===== config.mk =====
export PLATFORM = sky130hd
export DESIGN_NAME = mem_arbiter
export DESIGN_NICKNAME = d
export VERILOG_FILES = /design/src/rtl/mem_arbiter.sv
export SDC_FILE = /design/constraint.sdc
export NUM_CORES = 1
export LEC_CHECK = 0
export ABC_AREA = 1
export CORE_MARGIN = 2
export CORE_UTILIZATION = 30
export CTS_BUF_LIST = sky130_fd_sc_hd__clkbuf_8
export CTS_CLUSTER_SIZE = 25
export DETAILED_ROUTE_END_ITERATION = 16
export RECOVER_POWER = 50
export SYNTH_ARGS = -nofsm -noshare
export SYNTH_HDL_FRONTEND = slang
export SYNTH_SLANG_ARGS = --single-unit

===== constraint.sdc =====
create_clock -name clk -period 6.8 [get_ports clk]
set_input_delay 1.02 -clock clk [delete_from_list [all_inputs] [get_ports clk]]
set_output_delay 1.02 -clock clk [all_outputs]
set_load 0.1 [all_outputs]

===== src/rtl/mem_arbiter.sv =====
// Fetch / load-store arbiter onto one fixed-latency RAM; one access in flight, rvalid at T+2+MEM_LAT.
// Define MEM_ARB_RR_EN for round-robin on simultaneous requests (default: load/store fixed priority).
module mem_arbiter #(
  parameter int ADDR_W  = 32,
  parameter int DATA_W  = 32,
  parameter int MEM_LAT = 1
) (
  input  logic                clk,
  input  logic                rst,
  input  logic                if_req,
  input  logic [ADDR_W-1:0]   if_addr,
  output logic                if_gnt,
  output logic                if_rvalid,
  output logic [DATA_W-1:0]   if_rdata,
  input  logic                ls_req,
  input  logic                ls_we,
  input  logic [DATA_W/8-1:0] ls_be,
  input  logic [ADDR_W-1:0]   ls_addr,
  input  logic [DATA_W-1:0]   ls_wdata,
  output logic                ls_gnt,
  output logic                ls_rvalid,
  output logic [DATA_W-1:0]   ls_rdata,
  output logic                mem_en,
  output logic                mem_we,
  output logic [DATA_W/8-1:0] mem_be,
  output logic [ADDR_W-1:0]   mem_addr,
  output logic [DATA_W-1:0]   mem_wdata,
  input  logic [DATA_W-1:0]   mem_rdata
);
  localparam int BE_W  = DATA_W / 8;
  localparam int CNT_W = (MEM_LAT > 1) ? $clog2(MEM_LAT) : 1;
  localparam logic [CNT_W-1:0] CNT_LAST = CNT_W'(MEM_LAT - 1);

  typedef enum logic [1:0] {S_IDLE, S_ISSUE, S_WAIT} state_e;

  state_e            state_q, state_d;
  logic [CNT_W-1:0]  cnt_q, cnt_d;
  logic              own_ls_q, own_ls_d;
  logic              we_q, we_d;
  logic [BE_W-1:0]   be_q, be_d;
  logic [ADDR_W-1:0] addr_q, addr_d;
  logic [DATA_W-1:0] wdata_q, wdata_d;
  logic              if_rvalid_q, if_rvalid_d, ls_rvalid_q, ls_rvalid_d;
  logic [DATA_W-1:0] if_rdata_q, if_rdata_d, ls_rdata_q, ls_rdata_d;
  logic              pick_ls;

`ifdef MEM_ARB_RR_EN
  // rr_q high means fetch wins the next tie
  logic rr_q, rr_d;
  assign pick_ls = ls_req & (~if_req | ~rr_q);
`else
  assign pick_ls = ls_req;
`endif

  always_comb begin
    state_d     = state_q;
    cnt_d       = cnt_q;
    own_ls_d    = own_ls_q;
    we_d        = we_q;
    be_d        = be_q;
    addr_d      = addr_q;
    wdata_d     = wdata_q;
    if_rvalid_d = 1'b0;
    ls_rvalid_d = 1'b0;
    if_rdata_d  = if_rdata_q;
    ls_rdata_d  = ls_rdata_q;
    if_gnt      = 1'b0;
    ls_gnt      = 1'b0;
    mem_en      = 1'b0;
    mem_we      = 1'b0;
`ifdef MEM_ARB_RR_EN
    rr_d        = rr_q;
`endif
    case (state_q)
      S_IDLE: begin
        if (!rst && (if_req || ls_req)) begin
          if_gnt   = ~pick_ls;
          ls_gnt   = pick_ls;
          own_ls_d = pick_ls;
          we_d     = pick_ls & ls_we;
          be_d     = pick_ls ? ls_be : '1;
          addr_d   = pick_ls ? ls_addr : if_addr;
          wdata_d  = ls_wdata;
          state_d  = S_ISSUE;
`ifdef MEM_ARB_RR_EN
          rr_d     = pick_ls;
`endif
        end
      end
      S_ISSUE: begin
        mem_en  = 1'b1;
        mem_we  = we_q;
        cnt_d   = CNT_LAST;
        state_d = S_WAIT;
      end
      S_WAIT: begin
        if (cnt_q == '0) begin
          state_d = S_IDLE;
          // the RAM word is valid only in this last wait cycle
          if (own_ls_q) begin
            ls_rvalid_d = 1'b1;
            if (!we_q) ls_rdata_d = mem_rdata;
          end else begin
            if_rvalid_d = 1'b1;
            if_rdata_d  = mem_rdata;
          end
        end else begin
          cnt_d = cnt_q - 1'b1;
        end
      end
      default: state_d = S_IDLE;
    endcase
  end

  always_ff @(posedge clk or posedge rst) begin
    if (rst) begin
      state_q     <= S_IDLE;
      cnt_q       <= '0;
      own_ls_q    <= 1'b0;
      we_q        <= 1'b0;
      be_q        <= '0;
      addr_q      <= '0;
      wdata_q     <= '0;
      if_rvalid_q <= 1'b0;
      ls_rvalid_q <= 1'b0;
      if_rdata_q  <= '0;
      ls_rdata_q  <= '0;
`ifdef MEM_ARB_RR_EN
      rr_q        <= 1'b1;
`endif
    end else begin
      state_q     <= state_d;
      cnt_q       <= cnt_d;
      own_ls_q    <= own_ls_d;
      we_q        <= we_d;
      be_q        <= be_d;
      addr_q      <= addr_d;
      wdata_q     <= wdata_d;
      if_rvalid_q <= if_rvalid_d;
      ls_rvalid_q <= ls_rvalid_d;
      if_rdata_q  <= if_rdata_d;
      ls_rdata_q  <= ls_rdata_d;
`ifdef MEM_ARB_RR_EN
      rr_q        <= rr_d;
`endif
    end
  end

  assign mem_be    = be_q;
  assign mem_addr  = addr_q;
  assign mem_wdata = wdata_q;
  assign if_rvalid = if_rvalid_q;
  assign ls_rvalid = ls_rvalid_q;
  assign if_rdata  = if_rdata_q;
  assign ls_rdata  = ls_rdata_q;

endmodule


==> Yosys cells after proc, flatten, opt, wreduce, memory -nomap -nowiden <==
Cells that the tools add are included.
{ "totals": {"latch_bits": 0, "mem_bits_ro": 0, "output_inout_bits": 138, "word_cells": 49, "ramBits": 0, "register_bits": 139, "in_bits": 137, "n_memories": 0} }
{ "op_classes": {"n_shift": 0, "mux": 19, "add_sub_neg": 1, "n_reduce_logical": 9, "bitwise": 5, "eq_ne": 4, "multipliers": 0, "n_div": 0, "magnitude_cmp": 0} }
{ "ops": {"columns": ["op", "n"], "rows": [
  ["32-bit two-way mux", 1],
  ["1-bit two-way mux", 13],
  ["2-bit one-hot mux with 3 select lines", 1],
  ["2-bit two-way mux", 2],
  ["4-bit two-way mux", 1],
  ["2-bit inequality test (second input constant)", 2],
  ["1-bit inverter", 4],
  ["2-bit AND reduction", 2],
  ["4-bit AND reduction", 1],
  ["3-bit AND reduction", 1],
  ["2-bit by 1-bit == test with 1-bit output (second input constant)", 1],
  ["2-bit == test (second input constant)", 1],
  ["2-bit logical NOT", 1],
  ["1-bit one-hot mux with 2 select lines", 1],
  ["2-bit nonzero test", 1],
  ["1-bit AND", 1],
  ["1-bit logical AND", 1],
  ["1-bit logical NOT", 1],
  ["1-bit logical OR", 1],
  ["1-bit subtractor (second input constant)", 1]
]} }

==> Depth between registers and ports, before layout <==
Gate-level depths: netlist of run 1.
{ "depth": {"depth_word": 4, "depth_mapped": 7, "depth_no_buf": 6} }

==> Least setup slack after synthesis of run 1 <==
No wires, ideal clock.
{ "synth_timing": {"path_type": "input -> output", "startpoint": "in rst", "endpoint": "out if_gnt", "cell_stages": 4, "t_arrival_ns": 5.956, "setup_slack_ns": -0.176, "path_cell_list": "inv_1 -> nand3_2 -> buf_2 -> nor2_1"} }
{ "synth_between": {"elab_chain_cells": 4} }
{ "synth_rtl": {"columns": ["item", "line", "source"], "rows": [
  ["start, declared", "9", "input logic rst,"],
  ["1-bit logical NOT (no line)", null, null],
  ["1-bit logical AND", "76", "if (!rst && (if_req || ls_req)) begin"],
  ["1-bit two-way mux", "76", null],
  ["1-bit two-way mux", "74", "case (state_q)"],
  ["end, declared", "12", "output logic if_gnt,"]
]} }
Every way passes these cells.

==> Final worst setup path of run 1 <==
{ "layout_timing": {"startpoint": "in ls_req", "endpoint": "out ls_gnt"} }
{ "layout_between": {"elab_chain_cells": 4} }
{ "layout_rtl": {"columns": ["item", "line", "source"], "rows": [
  ["start, declared", "15", "input logic ls_req,"],
  ["1-bit logical OR", "76", null],
  ["1-bit logical AND", "76", null],
  ["1-bit two-way mux (*)", "76", null],
  ["1-bit two-way mux (*)", "74", null],
  ["end, declared", "20", "output logic ls_gnt,"]
]} }
Mark *: on every way between the ends. The rest lies on a longest branch, timed or not.

==> summary.md, run 1 <==
| Metric | Value |
|---|---|
| Status | `complete, but fails checks` |
| Failing checks | `max-capacitance violations, max-slew violations` |
| Post-layout nets | `1108` |
| Number of optimization iterations in the first detailed-route pass | `4` |
| First-pass GRT wire length | `around 30 mm` |
| Worst setup skew after layout | `0.0108 ns` |
| Syn Std Cell Area | `just under 0.006 mm2` |
| Number of buffers inserted during clock tree synthesis | `17` |
| Diode count | `0` |
| Capturing point of the worst reg2reg path | `if_rdata[17]$_DFFE_PP0P_` |
| Antenna Violating Nets Remaining | `0` |
| Worst-case headroom to the max-slew limit | `-20.7%` |
| Count of yosys warnings during synthesis | `0` |
| Unrepaired setup endpoints after global routing | `no` |
| Initial core utilization | `30.3%` |
| Final global-route overflow total | `0` |
| Worst stage delay on the critical path | `1.13 ns` |
| Count of final hold-check violations | `0` |
| Number of antenna violations at the first check in global routing | `1` |
| Cell at the slowest stage of the critical path | `sky130_fd_sc_hd__clkdlybuf4s50_1` |
| Cell count after placement | `1217` |
| Number of maximum-capacitance constraint violations | `2` |
| Distinct cells, synth | `17` |
| Startpoint types | `input port` |
| Depth of the worst register-to-register path | `6` |
| Min Tclk post-route | `4.36 ns` |
| Die footprint | `approximately 0.021 mm2` |
| Biggest fanout along the worst timing path | `between 40 and 50` |
| Detail Route met3 WL | `1.75 mm` |
| Gate Count Post-Synth | `717` |
| Filler cell count in the final layout | `1917` |
| Highest-count cells in the layout ignoring fill and taps | `sky130_fd_sc_hd__nand2_1, sky130_fd_sc_hd__clkdlybuf4s50_1, sky130_fd_sc_hd__dfrtp_1` |
| Clock root buffer master | `sky130_fd_sc_hd__clkbuf_8` |
| Non-filler instance count after layout | `1249` |
| Final period util | `64.2%` |
| Sum Neg Setup Slack | `0 ns` |
| Count of final setup violators | `0` |
| Row count | `slightly above 50` |
| Maximum number of pins on one net before global-route repair | `142` |
| Wire length on met1 | `8.04 mm` |
| Die Y-Extent | `144 um` |
| Post-synth EDFFs | `0` |
| Clock tree sinks | `138` |
| Horizontal die dimension | `144 um` |
| Core ar. | `0.0193 mm2` |
| Initial detailed-routing violation count | `241` |
| CTS-repair resized insts | `0` |
| Clock transition at path regs | `0.08 ns` |
| Count of buffer and inverter cells on the critical path | `4` |
| Top cell by count, worst path | `sky130_fd_sc_hd__clkdlybuf4s50_1` |
| Cell family contributing the most delay on the critical path | `buffers and inverters` |
| Total via count in the routed design | `between 5000 and 6000` |
| Uppermost layer routed | `met5` |
| Number of global-route vias before repair | `5523` |
| CTS Hold Buffers Added | `0` |
| Vias per inst | `~4.4` |
| Average footprint of a synthesized cell | `8.18 um2` |
| Post-Synthesis Net Count | `854` |
| Number of placed I/O pins | `275` |
| Count of pins over their slew limit | `69` |
| DRC errors left | `0` |
| Launch instance of the worst min-delay path | `ls_rdata[7]$_DFFE_PP0P_` |
| Hold Path End | `ls_rdata[7]$_DFFE_PP0P_` |
| Crit Path Class | `input port to primary output` |
| Deepest clock path buffer count | `2` |
| Type of the most critical hold path | `register to register` |
| Layout-stage area growth over the synthesis result | `57.5%` |
| Max Freq | `0.229 GHz` |
| Clock tree from TritonCTS | `yes` |
| Measured slew at the worst slew-check pin | `1.81 ns` |
| Routed WL | `18.5 mm` |
| Placed wire-length estimate after detailed placement | `12.0 mm` |
| Critical R2R Launch | `own_ls_q$_DFFE_PP0P_` |
| Routability-driven placement congestion ratio | `around 0.77` |
| Worst skew pair latency | `0.44 ns` |
| Met2 routed WL | `8.55 mm` |
| Fraction of layout instances using a drive strength above 1 | `around 4.6%` |
| Cell chain of the critical path | `clkdlybuf4s50_1 > buf_4 > nand3_1 > inv_1 > clkdlybuf4s50_1` |
| Req. time, crit path | `5.78 ns` |
| Count of input and output buffers | `274` |
| Element type at the critical path end | `primary output` |
| Number of buffers inserted by post-CTS setup repair | `0` |
| Critical path arrival | `between 3 and 4 ns` |
| Most used flip-flop cell after synthesis | `sky130_fd_sc_hd__dfrtp_1` |
| WL per Instance | `14.8 um` |
| Fraction of registers with async set/reset | `100%` |
| Most common cell after layout, fill and taps aside | `sky130_fd_sc_hd__nand2_1` |
| Flip-flop and latch count after synthesis | `138` |
| All-Layer GR Usage | `18.6%` |
| Register area share after synthesis | `between 50% and 60%` |
| Hold Path Stages | `2` |
| H-Tree Level Count | `4` |
| Register-to-Register Setup Slack | `around 3 ns` |
## synth_stat cells (2+ instances only)
cell type                    n  share of area (%)
sky130_fd_sc_hd__buf_1       2               0.13
sky130_fd_sc_hd__buf_2      24                2.0
sky130_fd_sc_hd__buf_4       4               0.51
sky130_fd_sc_hd__clkbuf_1   17                1.1
sky130_fd_sc_hd__dfrtp_1   138                 59
sky130_fd_sc_hd__inv_1      11               0.70
sky130_fd_sc_hd__inv_2       3               0.19
sky130_fd_sc_hd__nand2_1   405                 26
sky130_fd_sc_hd__nand3_1    70                6.0
sky130_fd_sc_hd__nand4_1    33                3.5
sky130_fd_sc_hd__nor2_1      3               0.19
sky130_fd_sc_hd__nor3_1      2               0.17
## registers in the layout, summed over array words and instances (netlist names)
signal / flops
own_ls_q: 1
ls_rvalid: 1
we_q: 1
mem_be: 4
if_rvalid: 1
mem_wdata: 32
ls_rdata: 32
state_q: 2
mem_addr: 32
if_rdata: 32
## area by class of cell
type / count / area (um2) / share of cell area [%]
flip-flops and latches: 138 / 3450 / 37.4
repair buffers: 282 / 2820 / 30.5
multi-input cells: 517 / 2140 / 23.1
well taps: 265 / 332 / 3.59
clock buffers: 17 / 234 / 2.53
clock inverters: 15 / 203 / 2.20
inverters: 15 / 57.6 / 0.623
## worst max-delay path by stage
stage | cells after the start | end | from | slack, ns
2_1_floorplan | 4 | if_gnt | rst | 1.47
3_3_place_gp | 5 | ls_gnt | ls_req | 2.39
3_5_place_dp | 5 | ls_gnt | ls_req | 2.41
4_1_cts | 5 | ls_gnt | ls_req | 2.41
5_1_grt | 5 | ls_gnt | ls_req | 2.32
6_report | 5 | ls_gnt | ls_req | 2.44
## tightest hold or removal path: stages (launching register included)
cell	delay, ns
sky130_fd_sc_hd__dfrtp_1	0.34
sky130_fd_sc_hd__nand2_1	0.05
sky130_fd_sc_hd__nand2_1	0.05
## kinds of logic (layout without fill, tap and decap cells)
logic type	Yosys count	after routing	share of synthesized area, %
flops	138	138	58.9
simple gates	517	517	36.4
buf+inv	62	329	4.74
## per-stage QoR
step | hold WS, ns | setup WS, ns | area [um2] | utilization (%)
after floorplan | 0.450 | 1.47 | 5870 | -
after global placement | 0.452 | 2.39 | 8810 | 45.6
after detailed placement | 0.458 | 2.41 | 8810 | 45.6
after CTS | 0.478 | 2.41 | 9250 | 47.8
after global routing | 0.483 | 2.32 | 9230 | 47.8
final | 0.468 | 2.44 | 9230 | 47.8
## routing by layer
layer  vias up  GRT usage (%)
li1       2762              -
met1      2542           23.8
met2       210           29.6
met3        17           7.23
met4         2           4.75
met5         -              0
Power of run 1 is not shown: default switching activity piles up to over one toggle a cycle in this logic, so the estimate is an artifact.
==> run 2: changes to the inputs <==
==> constraint.sdc (replaced) <==
create_clock -name clk -period 4.16 [get_ports clk]
set_input_delay 0.624 -clock clk [delete_from_list [all_inputs] [get_ports clk]]
set_output_delay 0.624 -clock clk [all_outputs]
set_load 0.1 [all_outputs]
==> summary.md, run 2 (synthesis results as in run 1) <==
| Metric | Value |
|---|---|
| Unrepaired setup endpoints after global routing | `no (unchanged)` |
| Most common cell after layout, fill and taps aside | `sky130_fd_sc_hd__nand2_1 (unchanged)` |
| Number of maximum-capacitance constraint violations | `1 (was 2)` |
| Element type at the critical path end | `register (was primary output)` |
| Termination of the worst setup path | `ls_rdata[28]$_DFFE_PP0P_ (was ls_gnt)` |
| Initial core utilization | `30.3% (unchanged)` |
| Type of the most critical hold path | `register to register (unchanged)` |
| Number of placed I/O pins | `275 (unchanged)` |
| Horizontal die dimension | `144 um (unchanged)` |
| Clock transition at path regs | `0.08 ns (about the same)` |
| Initial detailed-routing violation count | `277 (was 241)` |
| Register-to-Register Setup Slack | `0.90 ns (was 3.01 ns)` |
| Antenna Violating Nets Remaining | `0 (unchanged)` |
| Req. time, crit path | `4.47 ns (was 5.78 ns)` |
| Number of buffers inserted during clock tree synthesis | `17 (unchanged)` |
| Depth of the worst register-to-register path | `6 (unchanged)` |
| Filler cell count in the final layout | `1921 (was 1917)` |
| Critical R2R Launch | `we_q$_DFFE_PP0P_ (was own_ls_q$_DFFE_PP0P_)` |
| Clock tree from TritonCTS | `yes (unchanged)` |
| Worst skew pair latency | `0.44 ns (about the same)` |
| DRC errors left | `0 (unchanged)` |
| Count of input and output buffers | `274 (unchanged)` |
| All-Layer GR Usage | `18.8% (was 18.6%)` |
| Number of buffers inserted by post-CTS setup repair | `0 (unchanged)` |
| CP Launch Point | `we_q$_DFFE_PP0P_ (was ls_req)` |
| Status | `complete, but fails checks (unchanged)` |
| Worst-case headroom to the max-slew limit | `-13.7% (was -20.7%)` |
| Fraction of layout instances using a drive strength above 1 | `4.96% (was 4.57%)` |
| Count of final setup violators | `0 (unchanged)` |
| Biggest fanout along the worst timing path | `34 (was 41)` |
| Clock tree sinks | `138 (unchanged)` |
| Count of pins over their slew limit | `35 (was 69)` |
| Critical path arrival | `3.57 ns (was 3.34 ns)` |
| Worst setup skew after layout | `0.0144 ns (was 0.0108 ns)` |
| Startpoint types | `register (was input port)` |
| Die footprint | `0.0207 mm2 (unchanged)` |
| Count of final hold-check violations | `0 (unchanged)` |
| Maximum number of pins on one net before global-route repair | `72 (was 142)` |
| Sum Neg Setup Slack | `0 ns (unchanged)` |
| Post-layout nets | `1112 (was 1108)` |
| Deepest clock path buffer count | `2 (unchanged)` |
| Cell at the slowest stage of the critical path | `sky130_fd_sc_hd__clkbuf_1 (was sky130_fd_sc_hd__clkdlybuf4s50_1)` |
| Core ar. | `0.0193 mm2 (unchanged)` |
| Final period util | `78.4%` |
| Area taken by flip-flops and latches | `0.00345 mm2 (unchanged)` |
| WL per Instance | `15.3 um (was 14.8 um)` |
| Row count | `51 (unchanged)` |
| Number of global-route vias before repair | `5616 (was 5523)` |
| Vias per inst | `4.52 (was 4.43)` |
| Min Tclk post-route | `approximately 3.3 ns` |
| Failing checks | `max-capacitance violations, max-slew violations (unchanged)` |
| Die Y-Extent | `144 um (unchanged)` |
| Number of optimization iterations in the first detailed-route pass | `5 (was 4)` |
| Critical path depth in cells | `6 (was 5)` |
| Clock root buffer master | `sky130_fd_sc_hd__clkbuf_8 (unchanged)` |
| Number of antenna violations at the first check in global routing | `1 (unchanged)` |
| Routed WL | `19.1 mm (was 18.5 mm)` |
| Final Util | `47.6% (was 47.8%)` |
| Highest-count cells in the layout ignoring fill and taps | `sky130_fd_sc_hd__nand2_1, sky130_fd_sc_hd__clkdlybuf4s50_1, sky130_fd_sc_hd__dfrtp_1 (unchanged)` |
| Area taken by multi-input logic gates | `0.00213 mm2 (was 0.00214 mm2)` |
| Max Freq | `approximately 0.31 GHz` |
| Placed wire-length estimate after detailed placement | `12.6 mm (was 12.0 mm)` |
| Diode count | `0 (unchanged)` |
| CTS Hold Buffers Added | `0 (unchanged)` |
| H-Tree Level Count | `4 (unchanged)` |
| Worst stage delay on the critical path | `1.22 ns (was 1.13 ns)` |
| Capturing point of the worst reg2reg path | `ls_rdata[28]$_DFFE_PP0P_ (was if_rdata[17]$_DFFE_PP0P_)` |
| Final global-route overflow total | `0 (unchanged)` |
| First-pass GRT wire length | `30.1 mm (was 29.9 mm)` |
| Count of buffer and inverter cells on the critical path | `3 (was 4)` |
| Cell chain of the critical path | `clkinv_1 > clkbuf_1 > nand4_1 > clkbuf_1 > nand2_1 > nand2_1 (was clkdlybuf4s50_1 > buf_4 > nand3_1 > inv_1 > clkdlybuf4s50_1)` |
| Crit Path Class | `register to register (was input port to primary output)` |
| Routability-driven placement congestion ratio | `0.791 (was 0.774)` |
| Total via count in the routed design | `5663 (was 5533)` |
| Measured slew at the worst slew-check pin | `1.71 ns (was 1.81 ns)` |
| Layout-stage area growth over the synthesis result | `56.9% (was 57.5%)` |
| Cell family contributing the most delay on the critical path | `buffers and inverters (unchanged)` |
| CTS-repair resized insts | `0 (unchanged)` |
==> run 2: worst min path at each step <==
stage                               from                         to  slack (ns)  cells after the start
6_report           mem_be[0]$_DFFE_PP0P_      mem_be[0]$_DFFE_PP0P_        0.47                      2
5_1_grt        mem_wdata[21]$_DFFE_PP0P_  mem_wdata[21]$_DFFE_PP0P_        0.49                      2
4_1_cts                              rst      mem_be[2]$_DFFE_PP0P_        0.47                      2
3_5_place_dp       mem_be[0]$_DFFE_PP0P_      mem_be[0]$_DFFE_PP0P_        0.46                      2
3_3_place_gp    ls_rdata[27]$_DFFE_PP0P_   ls_rdata[27]$_DFFE_PP0P_        0.45                      2
2_1_floorplan           we_q$_DFFE_PP0P_           we_q$_DFFE_PP0P_        0.45                      2
==> run 2: worst register-to-register path, delay by kind of cell (launching register included) <==
family / cells / cell delay [ns]
flip-flops: 1 / 0.38
buffers and inverters: 3 / 1.95
AND/OR/NAND/NOR: 3 / 0.81
==> run 2: cell type report <==
type / instances / area share, %
Sequential cell: 138 / 37.5
Multi-Input combinational cell: 517 / 23.1
Clock buffer: 18 / 2.69
Tap cell: 265 / 3.60
Timing Repair Buffer: 286 / 30.8
Inverter: 15 / 0.626
Clock inverter: 13 / 1.58
==> run 2: layer usage <==
metal / up-vias / GRT usage, % / wire (um)
li1: 2770 / - / -
met1: 2672 / 23.8 / 8370
met2: 205 / 30.0 / 8840
met3: 14 / 7.76 / 1700
met4: 2 / 4.18 / 187
met5: - / 0 / 13
==> run 2: through the flow <==
step	setup slack, ns	cells	area [um2]	hold WS, ns
detailed placement	1.42	1221	8840	0.458
finish	0.900	1252	9200	0.471
floorplan	0.0178	717	5870	0.450
global route	0.614	1252	9200	0.494
global placement	1.43	1221	8840	0.453
CTS	1.19	1252	9230	0.474
Power of run 2 is left out for the same reason.
==> run 3: changes to the inputs <==
==> constraint.sdc (replaced) <==
create_clock -name clk -period 3.1 [get_ports clk]
set_input_delay 0.465 -clock clk [delete_from_list [all_inputs] [get_ports clk]]
set_output_delay 0.465 -clock clk [all_outputs]
set_load 0.1 [all_outputs]
==> summary.md, run 3 (synthesis results as in run 1) <==
| Metric | Value |
|---|---|
| Status | `complete, but fails checks (unchanged)` |
| Failing checks | `max-capacitance violations, max-slew violations (unchanged)` |
| Fraction of layout instances using a drive strength above 1 | `10.0% (was 4.96%)` |
| Launch instance of the worst min-delay path | `ls_req (was mem_be[0]$_DFFE_PP0P_)` |
| Count of input and output buffers | `274 (unchanged)` |
| Unrepaired setup endpoints after global routing | `no (unchanged)` |
| Cell area reported after detailed placement | `0.00853 mm2 (was 0.00884 mm2)` |
| Clock root buffer master | `sky130_fd_sc_hd__clkbuf_8 (unchanged)` |
| Element type at the critical path end | `register (unchanged)` |
| Req. time, crit path | `3.43 ns (was 4.47 ns)` |
| Setup ws final | `0.443 ns (was 0.900 ns)` |
| Number of maximum-capacitance constraint violations | `1 (unchanged)` |
| H-Tree Level Count | `4 (unchanged)` |
| Count of final hold-check violations | `0 (unchanged)` |
| Critical path arrival | `2.98 ns (was 3.57 ns)` |
| Post-layout nets | `1114 (was 1112)` |
| Hold Path End | `mem_be[3]$_DFFE_PP0P_ (was mem_be[0]$_DFFE_PP0P_)` |
| Type of the most critical hold path | `input port to register (was register to register)` |
| Final global-route overflow total | `0 (unchanged)` |
| Area taken by multi-input logic gates | `0.00215 mm2 (was 0.00213 mm2)` |
| Clock tree from TritonCTS | `yes (unchanged)` |
| Smallest hold slack | `0.465 ns (was 0.471 ns)` |
| Worst stage delay on the critical path | `1.28 ns (was 1.22 ns)` |
| Crit Path Class | `register to register (unchanged)` |
| Register-to-Register Setup Slack | `0.44 ns (was 0.90 ns)` |
| Depth of the worst register-to-register path | `5 (was 6)` |
| Number of buffers inserted by post-CTS setup repair | `0 (unchanged)` |
| Initial detailed-routing violation count | `226 (was 277)` |
| Horizontal die dimension | `144 um (unchanged)` |
| Critical path depth in cells | `5 (was 6)` |
| Hold Path Stages | `4 (was 2)` |
| Number of optimization iterations in the first detailed-route pass | `4 (was 5)` |
| Clock transition at path regs | `0.08 ns (about the same)` |
| Cell family contributing the most delay on the critical path | `buffers and inverters (unchanged)` |
| Min Tclk post-route | `2.66 ns (was 3.26 ns)` |
| Layout-stage area growth over the synthesis result | `46.9% (was 56.9%)` |
| Cell chain of the critical path | `clkbuf_1 > nand4_1 > clkbuf_2 > nand2_1 > nand2_1 (was clkinv_1 > clkbuf_1 > nand4_1 > clkbuf_1 > nand2_1 > nand2_1)` |
| CTS-repair resized insts | `0 (unchanged)` |
| Worst skew pair latency | `0.44 ns (about the same)` |
| Cell at the slowest stage of the critical path | `sky130_fd_sc_hd__clkbuf_1 (unchanged)` |
| Row count | `51 (unchanged)` |
| WL per Instance | `15.0 um (was 15.3 um)` |
| Count of final setup violators | `0 (unchanged)` |
| Top cell by count, worst path | `sky130_fd_sc_hd__nand2_1` |
| Die Y-Extent | `144 um (unchanged)` |
| DRC errors left | `0 (unchanged)` |
| Routability-driven placement congestion ratio | `0.804 (was 0.791)` |
| Area taken by flip-flops and latches | `0.00345 mm2 (unchanged)` |
| Most common cell after layout, fill and taps aside | `sky130_fd_sc_hd__nand2_1 (unchanged)` |
| Max Freq | `0.376 GHz (was 0.307 GHz)` |
| Routed WL | `18.8 mm (was 19.1 mm)` |
| Number of buffers inserted during clock tree synthesis | `17 (unchanged)` |
| Diode count | `0 (unchanged)` |
| Number of antenna violations at the first check in global routing | `0 (was 1)` |
| Die footprint | `0.0207 mm2 (unchanged)` |
| Measured slew at the worst slew-check pin | `1.79 ns (was 1.71 ns)` |
| Worst setup skew after layout | `0.0136 ns (was 0.0144 ns)` |
| Clock tree sinks | `138 (unchanged)` |
| CTS Hold Buffers Added | `0 (unchanged)` |
| Antenna Violating Nets Remaining | `0 (unchanged)` |
| Deepest clock path buffer count | `2 (unchanged)` |
| Cell area after layout | `0.00861 mm2 (was 0.00920 mm2)` |
| All-Layer GR Usage | `18.6% (was 18.8%)` |
| Maximum number of pins on one net before global-route repair | `70 (was 72)` |
| Number of global-route vias before repair | `5527 (was 5616)` |
| Critical R2R Launch | `own_ls_q$_DFFE_PP0P_ (was we_q$_DFFE_PP0P_)` |
| Initial core utilization | `30.3% (unchanged)` |
| Core ar. | `0.0193 mm2 (unchanged)` |
| Capturing point of the worst reg2reg path | `ls_rdata[24]$_DFFE_PP0P_ (was ls_rdata[28]$_DFFE_PP0P_)` |
| Placed wire-length estimate after detailed placement | `12.8 mm (was 12.6 mm)` |
| Final period util | `85.7% (was 78.4%)` |
| Highest-count cells in the layout ignoring fill and taps | `sky130_fd_sc_hd__nand2_1, sky130_fd_sc_hd__dfrtp_1, sky130_fd_sc_hd__clkdlybuf4s50_1 (was sky130_fd_sc_hd__nand2_1, sky130_fd_sc_hd__clkdlybuf4s50_1, sky130_fd_sc_hd__dfrtp_1)` |
| First-pass GRT wire length | `29.7 mm (was 30.1 mm)` |
| Startpoint types | `register (unchanged)` |
| Total via count in the routed design | `5578 (was 5663)` |
| Biggest fanout along the worst timing path | `35 (was 34)` |
| Filler cell count in the final layout | `2012 (was 1921)` |
| Worst-case headroom to the max-slew limit | `-19.4% (was -13.7%)` |
| Vias per inst | `4.44 (was 4.52)` |
| Number of placed I/O pins | `275 (unchanged)` |
| Count of pins over their slew limit | `36 (was 35)` |
| Count of buffer and inverter cells on the critical path | `2 (was 3)` |
| Sum Neg Setup Slack | `0 ns (unchanged)` |
| Worst setup timing slack at the placement stage | `0.686 ns (was 1.42 ns)` |
-- run 3: changes by cell type in the layout (fill, tap and decap cells not counted), moves of 2 or more --
| cell | previous run | this run |
|---|---|---|
| sky130_fd_sc_hd__nor2_4 | 1 | 3 |
| sky130_fd_sc_hd__clkbuf_1 | 2 | 94 |
| sky130_fd_sc_hd__bufinv_16 | 2 | 4 |
| sky130_fd_sc_hd__clkdlybuf4s50_1 | 270 | 134 |
| sky130_fd_sc_hd__buf_4 | 8 | 53 |
| sky130_fd_sc_hd__inv_2 | 1 | 3 |
| sky130_fd_sc_hd__clkinv_2 | 2 | 0 |
-- run 3: final cells by class --
cell class	count	share of cell area (%)
Inverter	15	0.668
Sequential cell	138	40.1
Timing Repair Buffer	288	25.3
Multi-Input combinational cell	517	25.0
Tap cell	265	3.85
Clock inverter	14	2.27
Clock buffer	18	2.88
-- run 3: how the worst max path moves through the flow --
stage                                 from                  endpoint  slack, ns
floorplan                              rst                    if_gnt      -0.60
global placement                    if_req                    if_gnt       0.69
detailed placement                  if_req                    if_gnt       0.69
CTS                 state_q[1]$_DFFE_PP0P_                    if_gnt       0.59
global route          own_ls_q$_DFFE_PP0P_  ls_rdata[11]$_DFFE_PP0P_       0.27
finish                own_ls_q$_DFFE_PP0P_  ls_rdata[24]$_DFFE_PP0P_       0.44
-- run 3: per-stage QoR --
step	util (%)	cells
3_3_place_gp	44.1	1223
3_5_place_dp	44.1	1223
2_1_floorplan	-	717
4_1_cts	46.4	1255
6_report	44.5	1255
5_1_grt	44.5	1255
-- run 3: worst min-delay path, delay by kind of cell --
kind	cells	cell delay [ns]
and+or+nand+nor	3	0.23
buffers and inverters	1	0.18
-- run 3: routing by layer --
metal	wire length, um	up-vias	global-route usage (%)
li1	-	2779	-
met4	425	0	6.97
met3	1410	28	5.70
met1	8520	2559	24.4
met2	8420	212	28.9
met5	0	-	0
Power of run 3 is left out for the same reason.
==> RTL edit: new RTL, settings of run 1 <==
The 3 states of `state_e` get a one-hot encoding in 3 bits.
--- a/src/rtl/mem_arbiter.sv
+++ b/src/rtl/mem_arbiter.sv
@@ -31,7 +31,7 @@
   localparam int CNT_W = (MEM_LAT > 1) ? $clog2(MEM_LAT) : 1;
   localparam logic [CNT_W-1:0] CNT_LAST = CNT_W'(MEM_LAT - 1);
 
-  typedef enum logic [1:0] {S_IDLE, S_ISSUE, S_WAIT} state_e;
+  typedef enum logic [2:0] {S_IDLE = 3'b001, S_ISSUE = 3'b010, S_WAIT = 3'b100} state_e;
 
   state_e            state_q, state_d;
   logic [CNT_W-1:0]  cnt_q, cnt_d;
Formal check against the unedited RTL: no difference found for any inputs over 4 cycles, from zero or initial values and one cycle with rst high; so few cycles prove little.
==> RTL edit against run 1 <==
- the flow still finishes with violations (capacitance limit, slew limit)
- count of clock-buffer cells in the layout unchanged
- design area decreased by 1.3%
- synthesized area decreased by 0.98%
- wire length decreased by 3.3%
- final cell count decreased by 0.48%
- worst setup slack got worse by 330 ps
- global-route usage decreased by 0.85 points
- sequential share of layout area increased by 0.78 points
- highest routed layer is now met4
- via count decreased by 3.3%
- sequential cell count increased by 1
- synthesized cell count decreased by 1.1%
- critical path depth increased by 2
Power is left out: the tool's default activity adds up to more than one toggle a clock period on the data nets, which glitch-free logic cannot reach.
==> RTL edit: results (changes against run 1) <==
[logic_synthesis]
ys_types=20  ; was 17
async_reset_ff_share_pct=100  ; unchanged
synthCells=709  ; was 717
synth_common_cells=nand2_1, dfrtp_1, nand4_1  ; was nand2_1, dfrtp_1, nand3_1
synth_adder_area_share_pct=0  ; unchanged
muxShareOfSynthArea_pct=0  ; unchanged
synth-compound-area-share_pct=0.0862  ; was 0%
ys_top_cells_by_area=dfrtp_1, nand2_1, nand4_1  ; was dfrtp_1, nand2_1, nand3_1
seq_area_frac_synth_pct=59.9  ; was 58.9%
yosysTopAreaCellShare_pct=59.5  ; was 58.9%
avgSynthCellArea_um2=8.19  ; was 8.18 um2
synth_nets=846  ; was 854

[grt]
track_usage_pct=17.8  ; was 18.6%
globalRouteMet3Util_pct=7.75  ; was 7.23%
met2_usage_pct=27.9  ; was 29.6%
grt_max_degree=75  ; was 142
met1_usage_pct=21.9  ; was 23.8%
grt_pass1_vias=5325  ; was 5,523
grt_pass1_wl_mm=28.4  ; was 29.9 mm

[cells_and_area]
fin_nets=1106  ; was 1,108
clkCellAreaFrac_pct=4.46  ; was 4.73%
nonClkBufAreaFrac_pct=30.5  ; about the same
drive_above_1_share_pct=4.79  ; was 4.57%
regArea_um2=3480  ; was 3450 um2
antennaDiodeCount=1  ; was 0
num-fill-cells=1863  ; was 1,917
seq_cells=139  ; was 138
area_delta_synth_final_pct=57.0  ; was 57.5%
num-nonclk-buffers=281  ; was 282
inverters_excl_clock=8  ; was 15
multi_input_area_share_pct=22.9  ; was 23.1%

[timing]
slew_headroom_pct=-110  ; was -20.7%
maxSlewViolCount=132  ; was 69
skew_ps=8.72  ; was 10.8 ps

[outcome]
violations=capacitance limit, slew limit  ; unchanged
status=finished, violations left  ; unchanged

[drt]
wl_mm=17.9  ; was 18.5 mm
met1_length_mm=7.48  ; was 8.04 mm
drt_iter0_drc=268  ; was 241
wl_met2_mm=8.34  ; was 8.55 mm
met3_length_mm=1.77  ; was 1.75 mm
dr_total_vias=5353  ; was 5,533
via_per_inst=4.31  ; was 4.43
routed.top_layer=met4  ; was met5

[clocking]
cts_root_buffer=clkbuf_8  ; unchanged
clock_latency_ps=430

[placement]
dp_hpwl_mm=12.5  ; was 12.0 mm
place_inst=1210  ; was 1,217
dp_slack_ps=2070  ; was 2410 ps
place_congestion=0.834  ; was 0.774
placed_area_um2=8730  ; was 8810 um2

[setup_path]
arrival_ps=3680  ; was 3340 ps
critPathMaxFanout=37  ; was 41

[job]
cap_violations=3  ; was 2

RTL edit: cell count changes after synthesis, sizes merged, moves of 4 or more:
| cell | delta |
|---|---|
| clkbuf | -9 |
| inv | -7 |
| nand2 | +63 |
| nand3 | -70 |
| nor2 | +5 |
| or2 | +4 |
RTL edit: critical path, cell delays in order:
cell,delay (ps)
clkdlybuf4s50_1,450
buf_4,340
inv_2,340
nor2_1,220
nand2_1,90
inv_1,50
clkdlybuf4s50_1,1140
RTL edit: final timing paths:
| check | startpoint | end | slack (ps) | depth (start not counted) |
|---|---|---|---|---|
| min | if_rdata[10] | if_rdata[10] | 470 | 2 |
| max reg2reg | state_q[2] | mem_wdata[14] | 3390 | 6 |
| max in group asynchronous | rst | if_rdata[30] | 4190 | 3 |
| min reg2reg | if_rdata[10] | if_rdata[10] | 470 | 2 |
| max | ls_req | ls_gnt | 2100 | 7 |
| min in group asynchronous | rst | mem_addr[23] | 1190 | 2 |
